### src/rtl/tlb_mp_if.sv
// tlb_mp_if -- bundle of every tlb_mp signal except clk/reset.
//   master : driven by the requester (search ports, write/read, invalidate)
//   slave  : the TLB itself
// Search port p occupies slice p of each per-port vector (port 0 in the LSBs).
// Entry packing (89 bits, MSB first):
//   {e, vppn[18:0], ps[5:0], asid[9:0], g,
//    ppn0[19:0], plv0[1:0], mat0[1:0], d0, v0,
//    ppn1[19:0], plv1[1:0], mat1[1:0], d1, v1}
interface tlb_mp_if #(
   parameter int TLBNUM = 16,
   parameter int NPORT  = 2
);
   localparam int IW = $clog2(TLBNUM);

   // search ports
   logic [NPORT-1:0]      s_req;
   logic [NPORT*19-1:0]   s_vppn;
   logic [NPORT-1:0]      s_va_bit12;
   logic [NPORT*10-1:0]   s_asid;
   logic [NPORT-1:0]      s_rvalid;
   logic [NPORT-1:0]      s_found;
   logic [NPORT*IW-1:0]   s_index;
   logic [NPORT*20-1:0]   s_ppn;
   logic [NPORT*6-1:0]    s_ps;
   logic [NPORT*6-1:0]    s_attr;
   // write / read / replacement
   logic                  we;
   logic [IW-1:0]         w_index;
   logic [88:0]           w_entry;
   logic [IW-1:0]         r_index;
   logic [88:0]           r_entry;
   logic [IW-1:0]         fill_index;
   // invalidate
   logic                  inv_valid;
   logic                  inv_ready;
   logic [4:0]            inv_op;
   logic [9:0]            inv_asid;
   logic [18:0]           inv_vppn;
   logic                  inv_err;
   // statistics
   logic [31:0]           hit_cnt;
   logic [31:0]           miss_cnt;

   modport master (
      output s_req, s_vppn, s_va_bit12, s_asid,
      input  s_rvalid, s_found, s_index, s_ppn, s_ps, s_attr,
      output we, w_index, w_entry, r_index,
      input  r_entry, fill_index,
      output inv_valid, inv_op, inv_asid, inv_vppn,
      input  inv_ready, inv_err, hit_cnt, miss_cnt
   );

   modport slave (
      input  s_req, s_vppn, s_va_bit12, s_asid,
      output s_rvalid, s_found, s_index, s_ppn, s_ps, s_attr,
      input  we, w_index, w_entry, r_index,
      output r_entry, fill_index,
      input  inv_valid, inv_op, inv_asid, inv_vppn,
      output inv_ready, inv_err, hit_cnt, miss_cnt
   );
endinterface

### src/rtl/tlb_mp.sv
// tlb_mp -- fully associative TLB with NPORT search ports, one write port,
// a combinational read port, a TLBINV-style invalidate engine and a
// free-running replacement index.
// Ports:
//   clk    : single clock, rising edge
//   reset  : synchronous, active-high
//   bus    : tlb_mp_if.slave (search, write/read, invalidate, statistics)
// Configuration macro: TLB_STAT_EN -- when defined, hit_cnt/miss_cnt count
// hitting/missing requesting ports per cycle (saturating); otherwise both
// outputs are tied to zero.
module tlb_mp #(
   parameter int TLBNUM = 16,
   parameter int NPORT  = 2
) (
   input logic     clk,
   input logic     reset,
   tlb_mp_if.slave bus
);
   localparam int IW = $clog2(TLBNUM);

   typedef enum logic {ST_IDLE, ST_APPLY} inv_state_e;

   // entry storage; only e is reset, the rest keeps its contents
   logic [TLBNUM-1:0] r_e, r_g, r_ps4m;
   logic [18:0]       r_vppn  [TLBNUM];
   logic [9:0]        r_asid  [TLBNUM];
   logic [25:0]       r_half0 [TLBNUM];   // {ppn, plv, mat, d, v}
   logic [25:0]       r_half1 [TLBNUM];

   function automatic logic f_va_match(input logic [18:0] ent_vppn,
                                       input logic ps4m,
                                       input logic [18:0] vppn);
      return (ent_vppn[18:10] == vppn[18:10]) &&
             (ps4m || (ent_vppn[9:0] == vppn[9:0]));
   endfunction

   // ---------------- lookup ----------------
   logic [NPORT-1:0]           w_hit;
   logic [NPORT-1:0][IW-1:0]   w_hit_idx;
   logic [NPORT-1:0][25:0]     w_half;

   always_comb begin
      for (int unsigned p = 0; p < NPORT; p++) begin
         w_hit[p]     = 1'b0;
         w_hit_idx[p] = '0;
         // downward scan: the lowest matching index is assigned last and wins
         for (int unsigned i = TLBNUM; i > 0; i--) begin
            if (r_e[i-1] &&
                f_va_match(r_vppn[i-1], r_ps4m[i-1], bus.s_vppn[p*19 +: 19]) &&
                (r_g[i-1] || (r_asid[i-1] == bus.s_asid[p*10 +: 10]))) begin
               w_hit[p]     = 1'b1;
               w_hit_idx[p] = IW'(i-1);
            end
         end
         // 4MB pages pick the odd half by VA[22] (vppn[9]), 4KB pages by VA[12]
         if (r_ps4m[w_hit_idx[p]] ? bus.s_vppn[p*19+9] : bus.s_va_bit12[p])
            w_half[p] = r_half1[w_hit_idx[p]];
         else
            w_half[p] = r_half0[w_hit_idx[p]];
      end
   end

   logic [NPORT-1:0]          r_rvalid, r_found;
   logic [NPORT-1:0][IW-1:0]  r_idx;
   logic [NPORT-1:0][19:0]    r_ppn;
   logic [NPORT-1:0][5:0]     r_ps, r_attr;

   always_ff @(posedge clk) begin
      if (reset) begin
         r_rvalid <= '0;
         r_found  <= '0;
         r_idx    <= '0;
         r_ppn    <= '0;
         r_ps     <= '0;
         r_attr   <= '0;
      end else begin
         r_rvalid <= bus.s_req;
         for (int unsigned p = 0; p < NPORT; p++) begin
            if (bus.s_req[p]) begin
               r_found[p] <= w_hit[p];
               r_idx[p]   <= w_hit[p] ? w_hit_idx[p] : '0;
               r_ppn[p]   <= w_hit[p] ? w_half[p][25:6] : '0;
               r_attr[p]  <= w_hit[p] ? w_half[p][5:0] : '0;
               r_ps[p]    <= !w_hit[p] ? 6'd0 :
                             (r_ps4m[w_hit_idx[p]] ? 6'd22 : 6'd12);
            end
         end
      end
   end

   // ---------------- invalidate FSM ----------------
   inv_state_e  r_state, w_state_nxt;
   logic        w_inv_ready, w_apply, w_inv_err;
   logic [4:0]  r_inv_op;
   logic [9:0]  r_inv_asid;
   logic [18:0] r_inv_vppn;

   always_ff @(posedge clk) begin
      if (reset) r_state <= ST_IDLE;
      else       r_state <= w_state_nxt;
   end

   always_comb begin
      w_state_nxt = r_state;
      case (r_state)
         ST_IDLE:  if (bus.inv_valid) w_state_nxt = ST_APPLY;
         ST_APPLY: w_state_nxt = ST_IDLE;
         default:  w_state_nxt = ST_IDLE;
      endcase
   end

   always_comb begin
      w_inv_ready = (r_state == ST_IDLE);
      w_apply     = (r_state == ST_APPLY);
      w_inv_err   = w_apply && (r_inv_op > 5'd6);
   end

   always_ff @(posedge clk) begin
      if (bus.inv_valid && w_inv_ready) begin
         r_inv_op   <= bus.inv_op;
         r_inv_asid <= bus.inv_asid;
         r_inv_vppn <= bus.inv_vppn;
      end
   end

   logic [TLBNUM-1:0] w_inv_mask;
   always_comb begin
      logic l_asid, l_va;
      for (int unsigned i = 0; i < TLBNUM; i++) begin
         l_asid = (r_asid[i] == r_inv_asid);
         l_va   = f_va_match(r_vppn[i], r_ps4m[i], r_inv_vppn);
         case (r_inv_op)
            5'd0, 5'd1: w_inv_mask[i] = 1'b1;
            5'd2:       w_inv_mask[i] = r_g[i];
            5'd3:       w_inv_mask[i] = !r_g[i];
            5'd4:       w_inv_mask[i] = !r_g[i] && l_asid;
            5'd5:       w_inv_mask[i] = !r_g[i] && l_asid && l_va;
            5'd6:       w_inv_mask[i] = (r_g[i] || l_asid) && l_va;
            default:    w_inv_mask[i] = 1'b0;
         endcase
      end
   end

   // ---------------- entry update ----------------
   // the written entry overrides the invalidate mask when both hit the same cycle
   logic [TLBNUM-1:0] w_e_nxt;
   always_comb begin
      w_e_nxt = w_apply ? (r_e & ~w_inv_mask) : r_e;
      if (bus.we) w_e_nxt[bus.w_index] = bus.w_entry[88];
   end

   always_ff @(posedge clk) begin
      if (reset) r_e <= '0;
      else       r_e <= w_e_nxt;
   end

   always_ff @(posedge clk) begin
      if (bus.we && !reset) begin
         r_vppn[bus.w_index]  <= bus.w_entry[87:69];
         r_ps4m[bus.w_index]  <= (bus.w_entry[68:63] == 6'd22);
         r_asid[bus.w_index]  <= bus.w_entry[62:53];
         r_g[bus.w_index]     <= bus.w_entry[52];
         r_half0[bus.w_index] <= bus.w_entry[51:26];
         r_half1[bus.w_index] <= bus.w_entry[25:0];
      end
   end

   logic [IW-1:0] r_fill;
   always_ff @(posedge clk) begin
      if (reset) r_fill <= '0;
      else       r_fill <= r_fill + 1'b1;
   end

   // ---------------- statistics ----------------
`ifdef TLB_STAT_EN
   logic [31:0] r_hit_cnt, r_miss_cnt;
   logic [2:0]  w_nhit, w_nmiss;
   logic [32:0] w_hit_sum, w_miss_sum;

   always_comb begin
      w_nhit  = '0;
      w_nmiss = '0;
      for (int unsigned p = 0; p < NPORT; p++) begin
         if (bus.s_req[p] && w_hit[p])  w_nhit  = w_nhit + 3'd1;
         if (bus.s_req[p] && !w_hit[p]) w_nmiss = w_nmiss + 3'd1;
      end
      w_hit_sum  = {1'b0, r_hit_cnt} + 33'(w_nhit);
      w_miss_sum = {1'b0, r_miss_cnt} + 33'(w_nmiss);
   end

   always_ff @(posedge clk) begin
      if (reset) begin
         r_hit_cnt  <= '0;
         r_miss_cnt <= '0;
      end else begin
         r_hit_cnt  <= w_hit_sum[32]  ? '1 : w_hit_sum[31:0];
         r_miss_cnt <= w_miss_sum[32] ? '1 : w_miss_sum[31:0];
      end
   end

   assign bus.hit_cnt  = r_hit_cnt;
   assign bus.miss_cnt = r_miss_cnt;
`else
   assign bus.hit_cnt  = '0;
   assign bus.miss_cnt = '0;
`endif

   // ---------------- outputs ----------------
   assign bus.s_rvalid   = r_rvalid;
   assign bus.s_found    = r_found;
   assign bus.s_index    = r_idx;
   assign bus.s_ppn      = r_ppn;
   assign bus.s_ps       = r_ps;
   assign bus.s_attr     = r_attr;
   assign bus.fill_index = r_fill;
   assign bus.inv_ready  = w_inv_ready;
   assign bus.inv_err    = w_inv_err;
   assign bus.r_entry    = {r_e[bus.r_index], r_vppn[bus.r_index],
                            (r_ps4m[bus.r_index] ? 6'd22 : 6'd12),
                            r_asid[bus.r_index], r_g[bus.r_index],
                            r_half0[bus.r_index], r_half1[bus.r_index]};
endmodule

### src/flat_wrapper.sv
// flat-port wrapper written by rule: the top's interface ports become plain ports
module tlb_mp_flat 
#(
   parameter int TLBNUM = 16,
   parameter int NPORT  = 2
)
  (clk, reset, bus_s_req, bus_s_vppn, bus_s_va_bit12, bus_s_asid, bus_s_rvalid, bus_s_found, bus_s_index, bus_s_ppn, bus_s_ps, bus_s_attr, bus_we, bus_w_index, bus_w_entry, bus_r_index, bus_r_entry, bus_fill_index, bus_inv_valid, bus_inv_op, bus_inv_asid, bus_inv_vppn, bus_inv_ready, bus_inv_err, bus_hit_cnt, bus_miss_cnt);
  tlb_mp_if #(.TLBNUM(TLBNUM), .NPORT(NPORT)) bus_i ();
  input logic clk;
  input logic reset;
  input wire logic [$bits(bus_i.s_req)-1:0] bus_s_req;
  input wire logic [$bits(bus_i.s_vppn)-1:0] bus_s_vppn;
  input wire logic [$bits(bus_i.s_va_bit12)-1:0] bus_s_va_bit12;
  input wire logic [$bits(bus_i.s_asid)-1:0] bus_s_asid;
  output wire logic [$bits(bus_i.s_rvalid)-1:0] bus_s_rvalid;
  output wire logic [$bits(bus_i.s_found)-1:0] bus_s_found;
  output wire logic [$bits(bus_i.s_index)-1:0] bus_s_index;
  output wire logic [$bits(bus_i.s_ppn)-1:0] bus_s_ppn;
  output wire logic [$bits(bus_i.s_ps)-1:0] bus_s_ps;
  output wire logic [$bits(bus_i.s_attr)-1:0] bus_s_attr;
  input wire logic [$bits(bus_i.we)-1:0] bus_we;
  input wire logic [$bits(bus_i.w_index)-1:0] bus_w_index;
  input wire logic [$bits(bus_i.w_entry)-1:0] bus_w_entry;
  input wire logic [$bits(bus_i.r_index)-1:0] bus_r_index;
  output wire logic [$bits(bus_i.r_entry)-1:0] bus_r_entry;
  output wire logic [$bits(bus_i.fill_index)-1:0] bus_fill_index;
  input wire logic [$bits(bus_i.inv_valid)-1:0] bus_inv_valid;
  input wire logic [$bits(bus_i.inv_op)-1:0] bus_inv_op;
  input wire logic [$bits(bus_i.inv_asid)-1:0] bus_inv_asid;
  input wire logic [$bits(bus_i.inv_vppn)-1:0] bus_inv_vppn;
  output wire logic [$bits(bus_i.inv_ready)-1:0] bus_inv_ready;
  output wire logic [$bits(bus_i.inv_err)-1:0] bus_inv_err;
  output wire logic [$bits(bus_i.hit_cnt)-1:0] bus_hit_cnt;
  output wire logic [$bits(bus_i.miss_cnt)-1:0] bus_miss_cnt;
  assign bus_i.s_req = bus_s_req;
  assign bus_i.s_vppn = bus_s_vppn;
  assign bus_i.s_va_bit12 = bus_s_va_bit12;
  assign bus_i.s_asid = bus_s_asid;
  assign bus_s_rvalid = bus_i.s_rvalid;
  assign bus_s_found = bus_i.s_found;
  assign bus_s_index = bus_i.s_index;
  assign bus_s_ppn = bus_i.s_ppn;
  assign bus_s_ps = bus_i.s_ps;
  assign bus_s_attr = bus_i.s_attr;
  assign bus_i.we = bus_we;
  assign bus_i.w_index = bus_w_index;
  assign bus_i.w_entry = bus_w_entry;
  assign bus_i.r_index = bus_r_index;
  assign bus_r_entry = bus_i.r_entry;
  assign bus_fill_index = bus_i.fill_index;
  assign bus_i.inv_valid = bus_inv_valid;
  assign bus_i.inv_op = bus_inv_op;
  assign bus_i.inv_asid = bus_inv_asid;
  assign bus_i.inv_vppn = bus_inv_vppn;
  assign bus_inv_ready = bus_i.inv_ready;
  assign bus_inv_err = bus_i.inv_err;
  assign bus_hit_cnt = bus_i.hit_cnt;
  assign bus_miss_cnt = bus_i.miss_cnt;
  tlb_mp #(.TLBNUM(TLBNUM), .NPORT(NPORT)) u_core (.clk(clk), .reset(reset), .bus(bus_i));
endmodule
### config.mk
export PLATFORM = sky130hd
export DESIGN_NAME = tlb_mp_flat
export DESIGN_NICKNAME = d
export VERILOG_FILES = /design/src/rtl/tlb_mp_if.sv /design/src/rtl/tlb_mp.sv /design/src/flat_wrapper.sv
export SDC_FILE = /design/constraint.sdc
export NUM_CORES = 2
export LEC_CHECK = 0
export CORE_ASPECT_RATIO = 1.75
export CORE_UTILIZATION = 55
export CTS_CLUSTER_DIAMETER = 30
export CTS_CLUSTER_SIZE = 40
export DETAILED_ROUTE_END_ITERATION = 10
export DONT_BUFFER_PORTS = 1
export HOLD_SLACK_MARGIN = 0.02
export PLACE_DENSITY = 0.73
export SLEW_MARGIN = 40
export SYNTH_ARGS = -nofsm -noshare
export SYNTH_HDL_FRONTEND = slang
export SYNTH_SLANG_ARGS = --single-unit
### constraint.sdc
create_clock -name clk -period 5.76 [get_ports clk]
set_input_delay 0.864 -clock clk [delete_from_list [all_inputs] [get_ports clk]]
set_output_delay 0.864 -clock clk [all_outputs]
set_load 0.05 [all_outputs]
==> metrics.md <==
| Metric | Value |
|---|---|
| Status | `completed` |
| Initial DRC Count | `9548` |
| Crit path buf inv count | `2` |
| Synth cell types | `83` |
| Vias in the first global route | `68310` |
| Slowest stage delay, CP | `0.77 ns` |
| Synth Instances | `7203` |
| First-pass iteration count of the detailed router | `8` |
| FF-to-FF path depth | `14` |
| Achievable frequency | `175.1 MHz` |
| Top cell type by total area after synthesis | `edfxtp_1` |
| WHS Endpoint | `u_core.r_half0[7][12]$_DFFE_PP_` |
| Post-route DRC violation count | `0` |
| Final Setup Violations | `0` |
| Mux share of post-synthesis cell area | `14.94%` |
| Post-route minimum period | `5.711 ns` |
| Root Driver | `clkbuf_16` |
| Adder-cell share of the synthesized area | `0.01410%` |
| Register share of total power | `42.6%` |
| Setup_tns | `0 ns` |
| Maximum vdd drop | `0.0003191 V` |
| Pint | `20.80 mW` |
| Clock share of power | `50.4%` |
| Post-synthesis compound-gate area fraction | `8.391%` |
| Finished Layout Cells | `9392` |
| WS Path Type | `reg -> reg` |
| Row Count | `194` |
| YS warnings | `0` |
| Placed Cells | `8949` |
| Crit-path cells | `xor2_1 -> nor4_1 -> nand4_1 -> nor3_2 -> nor2_1 -> nand2_1 -> a21o_1 -> or2_4 -> buf_12 -> a211oi_1 -> nor4_1 -> buf_4 -> mux2i_1 -> a22o_1` |
| Die Width | `305.6 um` |
| Detailed Route WL | `371000 um` |
| Worst Max-Slew Pin Slew | `1.129 ns` |
| Synth Area in Simple Gates | `10.48%` |
| CTS tree | `done` |
| Core area | `0.1600 mm2` |
| Sw Ratio | `25.19%` |
| Slew HR | `24.75%` |
| Ports | `432` |
| Port bufs | `0` |
| HP Class | `in -> reg` |
| Initial core utilization | `55.48%` |
| CP arrival | `6.46 ns` |
| Comb power frac | `6.9%` |
| Mapped Area | `0.08874 mm2` |
| CP endpoint kind | `register` |
| CP Launch Type | `register` |
| GPL Wtd Cong | `1.039` |
| WL/cell | `39.50 um` |
| GR Util All Layers | `45.09%` |
| Final Hold Viols | `0` |
| Syn_area_per_cell | `12.32 um2` |
| H-Tree Depth | `4` |
| NumNets Final | `7333` |
| Crit path max-delay family | `simple AND/OR/NAND/NOR gates` |
| Most frequent CP cell | `nor4_1` |
| Switching pwr | `7.004 mW` |
| DR vias | `69430` |
| Critical Path Slowest Stage Cell | `nor4_1` |
| Fin crit share | `99.15%` |
| Seq cells post-synth | `1451` |
| Ys async rst share | `0%` |
| Area delta synth->final | `12.41%` |
| Total gr overflow | `0` |
| Die Span Y | `533.4 um` |
| CTS Buf Count | `227` |
| Pwr Density | `278.8 mW/mm2` |
| R2r endpoint | `u_core.bus.s_ppn[14]$_SDFFE_PP0P_` |
| DR vias/cell | `7.392` |
| Reg2Reg Setup Slack | `0.05 ns` |
| Final Skew | `0.07810 ns` |
| HPWL Detailed | `232200 um` |
| Die area | `0.1630 mm2` |
| Layout cells sized above 1 | `17.42%` |
| Clock Tree Buf Depth | `4` |
| Highest-count cells in the layout ignoring fill and taps | `edfxtp_1, xor2_1, nand2_1` |
| Worst hold stages | `0` |
| XOR/XNOR Fraction of Synth Area | `13.96%` |
| Max cap viols | `0` |
| First-pass GRT wire length | `515700 um` |
| Main synth FF type | `edfxtp_1` |
| EDFF count, synth | `1362` |
| Initial antenna violation count | `24` |
| Commonest non-fill, non-tap cell in the layout | `edfxtp_1` |
| Largest net degree at the start of global routing | `337` |
| # clock sinks | `1451` |
| Worst r2r src | `u_core.r_vppn[0][16]$_DFFE_PP_` |
| Post-CTS setup buffer count | `0` |
| Top cells by area, synth | `edfxtp_1, mux4_2, xor2_1, xnor2_1, mux2i_1` |
| Register area share after synthesis | `48.10%` |
| CP required | `6.51 ns` |
| Clock transition at path regs | `0.07 ns` |
| Largest family of logic cells by synthesized area | `multiplexers` |
| Leak | `32.16 nW` |
| # hold bufs at CTS | `0` |
| Post-synth top area share | `46.09%` |
| RSZ-0062 raised after global routing | `no` |
| Hold_sp | `bus_w_entry[38]` |
| Crit-path max FO | `26` |
| Final Slew Violations | `0` |
| Routed Antenna Nets | `0` |
| Clk_lat worst skew | `0.89 ns` |
[area by class of cell]
class                   count  area, um2
fillers                 11910      60210
multi-input cells        5126      43200
flip-flops and latches   1451      42690
clock buffers             241       5827
repair buffers            312       3366
well taps                2058       2575
clock inverters           177       2014
inverters                  17      63.81
diodes                     10      25.02
[power by group through the flow]
stage	Combinational [mW]	Clock (mW)	Sequential, mW
finish	1.93	14.0	11.9
floorplan	1.72	0	12.0
detailed placement	1.79	0	12.1
global route	2.00	14.4	11.9
global placement	1.76	0	12.1
CTS	1.80	14.0	11.8
[worst max path at each step]
| stage | from | to | depth (start not counted) |
|---|---|---|---|
| floorplan | reset | u_core.r_asid[9][0]$_DFFE_PP_ | 3 |
| finish | u_core.r_vppn[0][16]$_DFFE_PP_ | u_core.bus.s_ppn[14]$_SDFFE_PP0P_ | 14 |
| detailed placement | bus_s_vppn[4] | u_core.bus.s_ppn[14]$_SDFFE_PP0P_ | 15 |
| CTS | u_core.r_vppn[7][4]$_DFFE_PP_ | u_core.bus.s_ppn[14]$_SDFFE_PP0P_ | 15 |
| global route | u_core.r_vppn[0][16]$_DFFE_PP_ | u_core.bus.s_ppn[14]$_SDFFE_PP0P_ | 14 |
| global placement | bus_s_vppn[4] | u_core.bus.s_ppn[14]$_SDFFE_PP0P_ | 15 |
[synthesized netlist by cell type, types with 130 or more instances]
cell type	number
mux2i_1	344
xor2_1	934
nand2_1	783
mux4_2	420
buf_4	130
nand4_1	136
and2_1	217
a211oi_1	406
edfxtp_1	1362
xnor2_1	480
buf_2	154
clkbuf_1	294
nand3_1	156
nor4_1	268
[state kept, by name, indices dropped and copies added, names as in the netlist, 16 cells and up]
| register | flops |
|---|---|
| u_core.r_inv_vppn | 19 |
| u_core.r_ps4m | 16 |
| u_core.r_e | 16 |
| u_core.r_g | 16 |
| u_core.r_asid | 160 |
| u_core.bus.s_ppn | 40 |
| u_core.r_half0 | 416 |
| u_core.r_half1 | 416 |
| u_core.r_vppn | 304 |
[through the flow]
stage | worst slack, ns | utilization (%) | hold slack, ns | area [um2] | power, mW
after floorplan | 0.2125 | - | 0.4715 | 89000 | 13.71
after global placement | 0.02707 | 57.02 | 0.5211 | 91210 | 13.82
after detailed placement | 0.1170 | 57.19 | 0.5215 | 91480 | 13.85
after CTS | 0.4376 | 62.09 | 0.03608 | 99320 | 27.61
after global routing | 0.002300 | 62.35 | 0.05726 | 99740 | 28.24
final | 0.04890 | 62.36 | 0.06417 | 99750 | 27.81
[metal layers]
metal  wire length, um  global-route usage [%]  vias up
li1                  -                       -    27220
met1            113000                   47.94    34420
met2            168400                   70.52     5806
met3             46230                   15.05     1957
met4             43190                   41.97       34
met5               252                       0        -
[cells by family after synthesis]
kind of cell	count (synthesis)
XOR/XNOR	1414
AND/OR/NAND/NOR	1854
other	2
flip-flops	1451
buffers and inverters	695
adder cells (fa/ha/maj)	1
multiplexers	795
AO/OA/AOI/OAI	991
[repair_timing]
item,CTS,global route
hold endpoints to repair,0,0
resized for setup,0,3
setup endpoints to repair,0,13
Power figures use the tool's default switching activity.
